**src/rtl/display_serial_rx_if.sv**
```systemverilog
// Signal bundle for the 4-wire serial display link and its decoded outputs.
// The link driver uses master; the receiver uses slave.
interface display_serial_rx_if #(
  parameter int FRAME_BITS = 16
);
  logic                  value_in;
  logic                  enable_in;
  logic                  data_clk_in;
  logic                  board_clk_in;
  logic [FRAME_BITS-1:0] value_bcd;
  logic                  value_valid;
  logic                  bcd_error;
  logic                  frame_error;
  logic [7:0]            frame_count;

  modport master (
    output value_in, enable_in, data_clk_in, board_clk_in,
    input  value_bcd, value_valid, bcd_error, frame_error, frame_count
  );

  modport slave (
    input  value_in, enable_in, data_clk_in, board_clk_in,
    output value_bcd, value_valid, bcd_error, frame_error, frame_count
  );
endinterface

```
**src/rtl/display_serial_rx.sv**
```systemverilog
// Receiver for the serial display link: synchronises the four lines, shifts
// in one MSB-first frame and commits it as a BCD word on the board_clk strobe.
module display_serial_rx #(
  parameter int FRAME_BITS     = 16,
  parameter int SYNC_STAGES    = 2,
  parameter int TIMEOUT_CYCLES = 4096
) (
  input  logic                   clk,
  input  logic                   reset_in,
  display_serial_rx_if.slave     bus
);

  localparam int L_VAL  = 0;
  localparam int L_EN   = 1;
  localparam int L_DCLK = 2;
  localparam int L_BCLK = 3;
  localparam int CNT_W  = $clog2(FRAME_BITS + 1);
  localparam int TO_W   = $clog2(TIMEOUT_CYCLES);

  typedef enum logic [1:0] {S_IDLE, S_SHIFT, S_FULL} state_t;

  logic [3:0]            r_sync [SYNC_STAGES];
  logic [3:0]            r_edge;
  logic [3:0]            w_lines;
  logic [3:0]            w_sync;
  logic                  w_en_rise;
  logic                  w_en_fall;
  logic                  w_dclk_rise;
  logic                  w_bclk_rise;
  logic                  w_timeout;

  state_t                r_state;
  logic [FRAME_BITS-1:0] r_shift;
  logic [CNT_W-1:0]      r_bit_cnt;
  logic [TO_W-1:0]       r_timeout;
  logic [FRAME_BITS-1:0] r_value;
  logic                  r_value_valid;
  logic                  r_bcd_error;
  logic                  r_frame_error;
  logic [7:0]            r_frame_count;

  function automatic logic has_bad_nibble(input logic [FRAME_BITS-1:0] w);
    for (int i = 0; i < FRAME_BITS / 4; i++) begin
      if (w[i*4 +: 4] > 4'd9) return 1'b1;
    end
    return 1'b0;
  endfunction

  assign w_lines = {bus.board_clk_in, bus.data_clk_in, bus.enable_in, bus.value_in};

  // NOTE: the synchroniser array is small and clock-domain critical, so every
  // stage is reset; a large storage array would normally be left unreset.
  always_ff @(posedge clk or negedge reset_in) begin
    if (!reset_in) begin
      for (int i = 0; i < SYNC_STAGES; i++) r_sync[i] <= '0;
      r_edge <= '0;
    end else begin
      r_sync[0] <= w_lines;
      for (int i = 1; i < SYNC_STAGES; i++) r_sync[i] <= r_sync[i-1];
      r_edge <= w_sync;
    end
  end

  assign w_sync      = r_sync[SYNC_STAGES-1];
  assign w_en_rise   =  w_sync[L_EN]   & ~r_edge[L_EN];
  assign w_en_fall   = ~w_sync[L_EN]   &  r_edge[L_EN];
  assign w_dclk_rise =  w_sync[L_DCLK] & ~r_edge[L_DCLK];
  assign w_bclk_rise =  w_sync[L_BCLK] & ~r_edge[L_BCLK];
  assign w_timeout   = (r_timeout == TO_W'(TIMEOUT_CYCLES - 1));

  // NOTE: all state and outputs are written with non-blocking assignments so
  // every branch sees the pre-edge values; pulse outputs default low each cycle.
  always_ff @(posedge clk or negedge reset_in) begin
    if (!reset_in) begin
      r_state       <= S_IDLE;
      r_shift       <= '0;
      r_bit_cnt     <= '0;
      r_timeout     <= '0;
      r_value       <= '0;
      r_value_valid <= 1'b0;
      r_bcd_error   <= 1'b0;
      r_frame_error <= 1'b0;
      r_frame_count <= '0;
    end else begin
      r_value_valid <= 1'b0;
      r_frame_error <= 1'b0;
      unique case (r_state)
        S_IDLE: begin
          if (w_en_rise) begin
            r_state   <= S_SHIFT;
            r_bit_cnt <= '0;
            r_timeout <= '0;
            r_shift   <= '0;
          end
        end
        S_SHIFT: begin
          if (w_en_fall || w_bclk_rise) begin
            r_frame_error <= 1'b1;
            r_state       <= S_IDLE;
          end else if (w_dclk_rise) begin
            // Data comes from the edge register: the level held just before the rise.
            r_shift   <= {r_shift[FRAME_BITS-2:0], r_edge[L_VAL]};
            r_bit_cnt <= r_bit_cnt + CNT_W'(1);
            r_timeout <= '0;
            if (r_bit_cnt == CNT_W'(FRAME_BITS - 1)) r_state <= S_FULL;
          end else if (w_timeout) begin
            r_frame_error <= 1'b1;
            r_state       <= S_IDLE;
          end else begin
            r_timeout <= r_timeout + TO_W'(1);
          end
        end
        S_FULL: begin
          if (w_dclk_rise) begin
            r_frame_error <= 1'b1;
            r_state       <= S_IDLE;
          end else if (w_bclk_rise) begin
            r_value       <= r_shift;
            r_value_valid <= 1'b1;
            r_frame_count <= r_frame_count + 8'd1;
            r_bcd_error   <= has_bad_nibble(r_shift);
            r_bit_cnt     <= '0;
            r_timeout     <= '0;
            r_shift       <= '0;
            r_state       <= w_sync[L_EN] ? S_SHIFT : S_IDLE;
          end else if (w_en_fall || w_timeout) begin
            r_frame_error <= 1'b1;
            r_state       <= S_IDLE;
          end else begin
            r_timeout <= r_timeout + TO_W'(1);
          end
        end
        default: r_state <= S_IDLE;
      endcase
    end
  end

  assign bus.value_bcd   = r_value;
  assign bus.value_valid = r_value_valid;
  assign bus.bcd_error   = r_bcd_error;
  assign bus.frame_error = r_frame_error;
  assign bus.frame_count = r_frame_count;

endmodule

```
**src/flat_wrapper.sv**
```systemverilog
// flat-port wrapper written by rule: the top's interface ports become plain ports
module display_serial_rx_flat 
#(
  parameter int FRAME_BITS     = 16,
  parameter int SYNC_STAGES    = 2,
  parameter int TIMEOUT_CYCLES = 4096
)
  (clk, reset_in, bus_value_in, bus_enable_in, bus_data_clk_in, bus_board_clk_in, bus_value_bcd, bus_value_valid, bus_bcd_error, bus_frame_error, bus_frame_count);
  display_serial_rx_if #(.FRAME_BITS(FRAME_BITS)) bus_i ();
  input  logic clk;
  input  logic reset_in;
  input wire logic [$bits(bus_i.value_in)-1:0] bus_value_in;
  input wire logic [$bits(bus_i.enable_in)-1:0] bus_enable_in;
  input wire logic [$bits(bus_i.data_clk_in)-1:0] bus_data_clk_in;
  input wire logic [$bits(bus_i.board_clk_in)-1:0] bus_board_clk_in;
  output wire logic [$bits(bus_i.value_bcd)-1:0] bus_value_bcd;
  output wire logic [$bits(bus_i.value_valid)-1:0] bus_value_valid;
  output wire logic [$bits(bus_i.bcd_error)-1:0] bus_bcd_error;
  output wire logic [$bits(bus_i.frame_error)-1:0] bus_frame_error;
  output wire logic [$bits(bus_i.frame_count)-1:0] bus_frame_count;
  assign bus_i.value_in = bus_value_in;
  assign bus_i.enable_in = bus_enable_in;
  assign bus_i.data_clk_in = bus_data_clk_in;
  assign bus_i.board_clk_in = bus_board_clk_in;
  assign bus_value_bcd = bus_i.value_bcd;
  assign bus_value_valid = bus_i.value_valid;
  assign bus_bcd_error = bus_i.bcd_error;
  assign bus_frame_error = bus_i.frame_error;
  assign bus_frame_count = bus_i.frame_count;
  display_serial_rx #(.FRAME_BITS(FRAME_BITS), .SYNC_STAGES(SYNC_STAGES), .TIMEOUT_CYCLES(TIMEOUT_CYCLES)) u_core (.clk(clk), .reset_in(reset_in), .bus(bus_i));
endmodule
```
**config.mk**
```make
export PLATFORM = sky130hd
export DESIGN_NAME = display_serial_rx_flat
export DESIGN_NICKNAME = d
export VERILOG_FILES = /design/src/rtl/display_serial_rx_if.sv /design/src/rtl/display_serial_rx.sv /design/src/flat_wrapper.sv
export SDC_FILE = /design/constraint.sdc
export NUM_CORES = 1
export LEC_CHECK = 0
export CORE_MARGIN = 5
export CORE_UTILIZATION = 40
export DETAILED_ROUTE_END_ITERATION = 7
export PLACE_DENSITY = 0.59
export SYNTH_ARGS = -nofsm -noshare
export SYNTH_HDL_FRONTEND = slang
export SYNTH_SLANG_ARGS = --single-unit
export TNS_END_PERCENT = 1
```
**constraint.sdc**
```tcl
create_clock -name clk -period 2.3 [get_ports clk]
set_input_delay 0.23 -clock clk [delete_from_list [all_inputs] [get_ports clk]]
set_output_delay 0.23 -clock clk [all_outputs]
set_load 0.02 [all_outputs]
```
After elaboration in Yosys (flattened, before gate mapping)

Index checks and enable logic that the tools add are counted.

Register bits: 74
Latch bits: 0
Memory bits (writable): 0
ROM bits: 0
Input port bits: 6
Output and inout bits: 27
Memories kept: 0

Add/subtract/negate cells: 3
$mul: 0
Div/mod/pow operators: 0
$lt $le $gt $ge: 4
Equal/unequal tests: 14
Shift operators: 0
Multiplexer cells: 72
Bitwise logic cells: 9
Reductions and logical operators: 8

Operators by type and width:

| operator              | number |
|---|---|
| $mux 12               | 7 |
| $mux 16               | 5 |
| $pmux 16 s3           | 1 |
| $mux 1                | 42 |
| $pmux 12 s3           | 1 |
| $mux 5                | 5 |
| $gt 4x4->1 const B    | 4 |
| $mux 2                | 8 |
| $pmux 5 s3            | 1 |
| $add 12x1->12 const B | 1 |
| $eq 12x12->1 const B  | 1 |
| $reduce_and 6->1      | 2 |
| $add 8x1->8 const B   | 1 |
| $ne 4x1->1 const B    | 2 |
| $ne 2x1->1 const B    | 3 |
| $ne 3x2->1 const B    | 2 |
| $pmux 2 s3            | 1 |
| $add 5x1->5 const B   | 1 |
| $eq 5x4->1 const B    | 1 |
| $not 1->1             | 5 |
| $and 1x1->1           | 4 |
| $ne 2x2->1 const B    | 2 |
| $ne 4x4->1 const B    | 1 |
| $reduce_and 4->1      | 1 |
| 7 further kinds       | 8 |

Logic depth before layout (Yosys ltp)

Depth after elaboration: 21
Depth in mapped cells: 9
Gate-level depth less buffers: 7

Worst setup path before layout

Ideal clock, no wire load.

Path type: reg2reg
Start point: register u_core.r_state[0]
End point: register u_core.r_timeout[5]
Library setup time: 132 ps
Arrival time: 1666 ps
Data required time: 2168 ps
Slack: 502 ps
Cell stages (with the launch flop): 9
Buffers on the path: 1
Period minus slack after synthesis: 1798 ps
Path through: dfrtp_1 inv_1 ha_1 and2_1 a32o_1 buf_2 and2_1 o31ai_1 o31ai_1

Word-level cells in the longest chain between the ends: 3
Elaborated cells on any way between the ends: 11

Ends and longest elaborated chain:

| item                                         | line                     | RTL |
|---|---|---|
| start, declared                              | display_serial_rx.sv:32  | `state_t r_state;` |
| start signal, assigned                       | display_serial_rx.sv:125 | `r_state <= w_sync[L_EN] ? S_SHIFT : S_IDLE;` |
| $eq 2x2->1 (tied with other cells)           | display_serial_rx.sv:87  | `unique case (r_state)` |
| $ne 3x2->1 (no line) (tied with other cells) | -                        |  |
| $reduce_and 6->1 (no line)                   | -                        |  |
| end signal, assigned                         | display_serial_rx.sv:110 | `r_timeout <= r_timeout + TO_W'(1);` |
| end signal, assigned                         | display_serial_rx.sv:130 | `r_timeout <= r_timeout + TO_W'(1);` |
| end, declared                                | display_serial_rx.sv:35  | `logic [TO_W-1:0] r_timeout;` |

Parallel ways exist; a longest one is shown, timed or not.
A chain may end at the register's enable or synchronous reset.

Worst setup path in the final report

Start point: register u_core.r_state[0]
End point: register u_core.r_timeout[8]

Same word-level chain as after synthesis.

==> metrics.md <==
| Metric | Value |
|---|---|
| Status | `finished clean` |
| DR vias/cell | `5.13` |
| Critical Path End Type | `flop` |
| Detail Route Antenna Nets | `0` |
| RR Endpoint | `u_core.r_timeout[8]$_DFFE_PN0P_` |
| Switching Fraction | `a little over a third` |
| I/O pin count | `33` |
| Syn Inst Count | `around 340` |
| Synth-to-Final Area Change | `20.8%` |
| Synth Area in Simple Gates | `between 20% and 30%` |
| WHS Path Cells | `1` |
| Die Y | `about 100 um` |
| GRT Total Usage | `between 10 and 15%` |
| Period utilization | `between 80% and 90%` |
| Adder-Cell Fraction of Synth Area | `between 3 and 4%` |
| Area post-placement | `~3700 sq um` |
| Post-synthesis async set-or-reset flop share | `between 90% and 100%` |
| H-tree levels | `3` |
| Worst slew pin tran | `0.463 ns` |
| Reg2reg path depth | `7` |
| CP max stage delay | `~0.40 ns` |
| Cell area after synthesis | `between 3000 and 4000 sq um` |
| CTS tree | `done` |
| P_int | `roughly 0.0023 W` |
| Clock power share | `between 20% and 30%` |
| Vias in the first global route | `approximately 2500` |
| Initial antenna violation count | `0` |
| Reg2reg setup slack | `around 0.34 ns` |
| Number of CTS-inserted buffers | `9` |
| Postcts setup bufs | `0` |
| First-pass GRT wire length | `about 12 mm` |
| Arrival @ worst endpoint | `around 2.2 ns` |
| Share of cells above drive strength 1 | `approximately 9%` |
| Die area | `~10000 sq um` |
| Fin cells | `483` |
| Die X | `100 um` |
| Gate power share | `27.9%` |
| Fillers | `around 780` |
| Endpoint, Worst Hold | `u_core.r_sync[4]$_DFF_PN0_` |
| Sequential fraction of the synthesis area | `between 50% and 60%` |
| Via count | `2476` |
| GR Overflow Total | `0` |
| Hold path start | `bus_value_in` |
| Crit-path max FO | `10` |
| Total wire length | `between 6 and 7 mm` |
| Ant. Diodes | `0` |
| Worst-Skew Late Latency | `~0.35 ns` |
| Beginning of the worst register-to-register path | `u_core.r_state[0]$_DFFE_PN0P_` |
| Power per cell area | `about 900 nW/um^2` |
| YS warnings | `0` |
| Leakage power | `~1.8 nW` |
| Clk_skew | `about 0.011 ns` |
| Root Buffer | `clkbuf_8` |
| Pins Over Slew Limit | `0` |
| Post-cts gate resize count | `0` |
| PnR worst setup slack | `approximately 0.34 ns` |
| Critical path's slowest cell | `dfrtp_1` |
| Pre-CTS setup slack | `around 0.32 ns` |
| Rows | `33` |
| Post-synth EDFFs | `0` |
| Largest net degree at the start of global routing | `40` |
| Startpoint Class | `flop` |
| Synth area leaders | `dfrtp_1 57%, nand2_1 11%, o21ai_0 4.6%` |
| Starting Density | `40.5%` |
| Initial DRC count | `62` |
| Top_reg_cell synth | `dfrtp_1` |
| Synth Area in Compound Gates | `13.1%` |
| Mapped Nets | `350` |
| Xor-xnor portion of the synthesized cell area | `approximately 1.9%` |
| Final nets | `between 300 and 400` |
| DRC | `0` |
| Number of max-cap violations | `0` |
| WL/cell | `around 13 um` |
| Clock Sinks | `between 70 and 80` |
| Setup TNS | `0 ns` |
| Synth top area share | `a little under three fifths` |
| Main combinational cell family by area after synthesis | `simple AND/OR/NAND/NOR gates` |
| Post-synth cell types | `44` |
| Multiplexer share of the synthesized area | `less than 1%` |
| CTS max path bufs | `2` |
| Worst-path clk slew | `0.08 ns` |
| Inst Count DP | `approximately 470` |
| IO buf count | `32` |
| Yosys top cell by area | `dfrtp_1` |
| Setup-failing EPs final | `0` |
| Fmax | `510 MHz` |
| Crit path required time | `between 2 and 3 ns` |
| Critical Path Start | `u_core.r_state[0]$_DFFE_PN0P_` |
| Storage element area | `roughly 1900 sq um` |
| Initial DRT Pass Iterations | `5` |
| Fin area | `3960 sq um` |
| Sequential Power Share | `between 40% and 50%` |
| Final min period | `a little under 2 ns` |
| Avg Inst Size Synth | `around 9.7 sq um` |
| Switching power of the nets | `roughly 0.0012 W` |
| Hold Buf Count CTS | `1` |
| Multi-input logic area | `1330 sq um` |
| Unrepaired setup endpoints after global routing | `no` |
| Worst min path class | `in -> reg` |
| #FFs+latches synth | `74` |
| CP Cell Sequence | `inv_1, ha_1, and2_1, a32o_1, and2_1, o31ai_1, o31ai_1` |
| WS Path Type | `reg -> reg` |
| Final Wtd Congestion | `between 0.7 and 0.8` |
| CORE AREA | `8090 sq um` |
| Fin. Hold Viols | `0` |
| Post-detail-place hpwl | `between 4 and 5 mm` |
| Peak VDD IR | `between 0.0003 and 0.0004 V` |
| Slew margin rel. | `between 60% and 70%` |
-- final cells by class --
type / count / area share (%)
clock buffer: 10 / 3.48
sequential: 74 / 46.8
tap: 105 / 3.32
multi-input combinational: 240 / 33.6
inverter: 6 / 0.569
timing repair buffer: 42 / 10.3
clock inverter: 6 / 1.87
-- power groups by stage --
stage / sequential, W / combinational [W] / clock (W)
final: 0.00154 / 0.000997 / 0.00104
after global routing: 0.00156 / 0.00113 / 0.00113
after CTS: 0.00154 / 0.00101 / 0.00108
after detailed placement: 0.00156 / 0.000999 / 0
after global placement: 0.00156 / 0.000983 / 0
after floorplan: 0.00157 / 0.000663 / 0
-- flip-flops by register name, summed over array words and instances (netlist names) --
name and cells:
u_core.bus.value_bcd 16, u_core.r_shift 16, u_core.r_timeout 12, u_core.bus.frame_count 8, u_core.r_bit_cnt 5, u_core.r_edge 4
u_core.r_sync 4, u_core.w_sync 4, u_core.r_state 2, u_core.bus.bcd_error 1, u_core.bus.frame_error 1, u_core.bus.value_valid 1
-- per-layer routing --
| layer | wire length [um] | up-vias | GRT usage [%] |
|---|---|---|---|
| met5 | 0 | - | 0 |
| met4 | 90 | 0 | 5.08 |
| met3 | 197 | 9 | 4.50 |
| met2 | 3020 | 28 | 23.0 |
| met1 | 3060 | 1212 | 18.3 |
| li1 | - | 1227 | - |
-- Yosys cell counts, drive strengths merged (7+ instances only) --
master,n
clkbuf,9
nor2,10
xnor2,7
o21ai,34
o31ai,10
buf,7
and3,7
nand3,22
ha,8
dfrtp,74
nand2,94
-- critical path, delay by kind of cell, from the launching register on --
| kind | cells | cell delay, ns |
|---|---|---|
| AO/OA/AOI/OAI | 3 | 0.65 |
| flip-flops | 1 | 0.40 |
| AND/OR/NAND/NOR | 2 | 0.37 |
| adder cells (fa/ha/maj) | 1 | 0.34 |
| buffers and inverters | 1 | 0.08 |
-- cell usage in the layout, fill, tap and decap left out, types with 6 or more instances in the layout --
cell type / count
ha_1: 8
and3_1: 7
dfrtp_1: 74
nor2_1: 10
o21ai_0: 30
clkdlybuf4s50_1: 31
clkbuf_8: 10
xnor2_1: 7
nand3_1: 22
nand2_1: 94
nand2b_1: 6
inv_1: 6
buf_4: 9
o31ai_1: 10
-- logic make-up after synthesis --
family,after synthesis
AND/OR/NAND/NOR,158
flip-flops,74
AO/OA/AOI/OAI,65
buffers and inverters,22
adder cells (fa/ha/maj),8
XOR/XNOR,7
multiplexers,2
-- per-stage QoR --
stage | power [W] | util, % | hold slack, ns
2_1_floorplan | 0.00224 | - | -0.0656
3_3_place_gp | 0.00254 | 46.2 | 0.221
3_5_place_dp | 0.00256 | 46.2 | 0.215
4_1_cts | 0.00362 | 48.9 | 0.293
5_1_grt | 0.00383 | 48.9 | 0.299
6_report | 0.00358 | 48.9 | 0.311
-- worst max-delay path by stage --
stage                                                 end  slack [ns]  cells past startpoint
after floorplan           u_core.r_timeout[5]$_DFFE_PN0P_        0.50                      8
after global placement    u_core.r_timeout[3]$_DFFE_PN0P_        0.40                      6
after detailed placement  u_core.r_timeout[3]$_DFFE_PN0P_        0.32                      6
after CTS                 u_core.r_timeout[3]$_DFFE_PN0P_        0.33                      6
after global routing      u_core.r_timeout[8]$_DFFE_PN0P_        0.14                      6
final                     u_core.r_timeout[8]$_DFFE_PN0P_        0.34                      7
(Power assumes the default switching activity.)
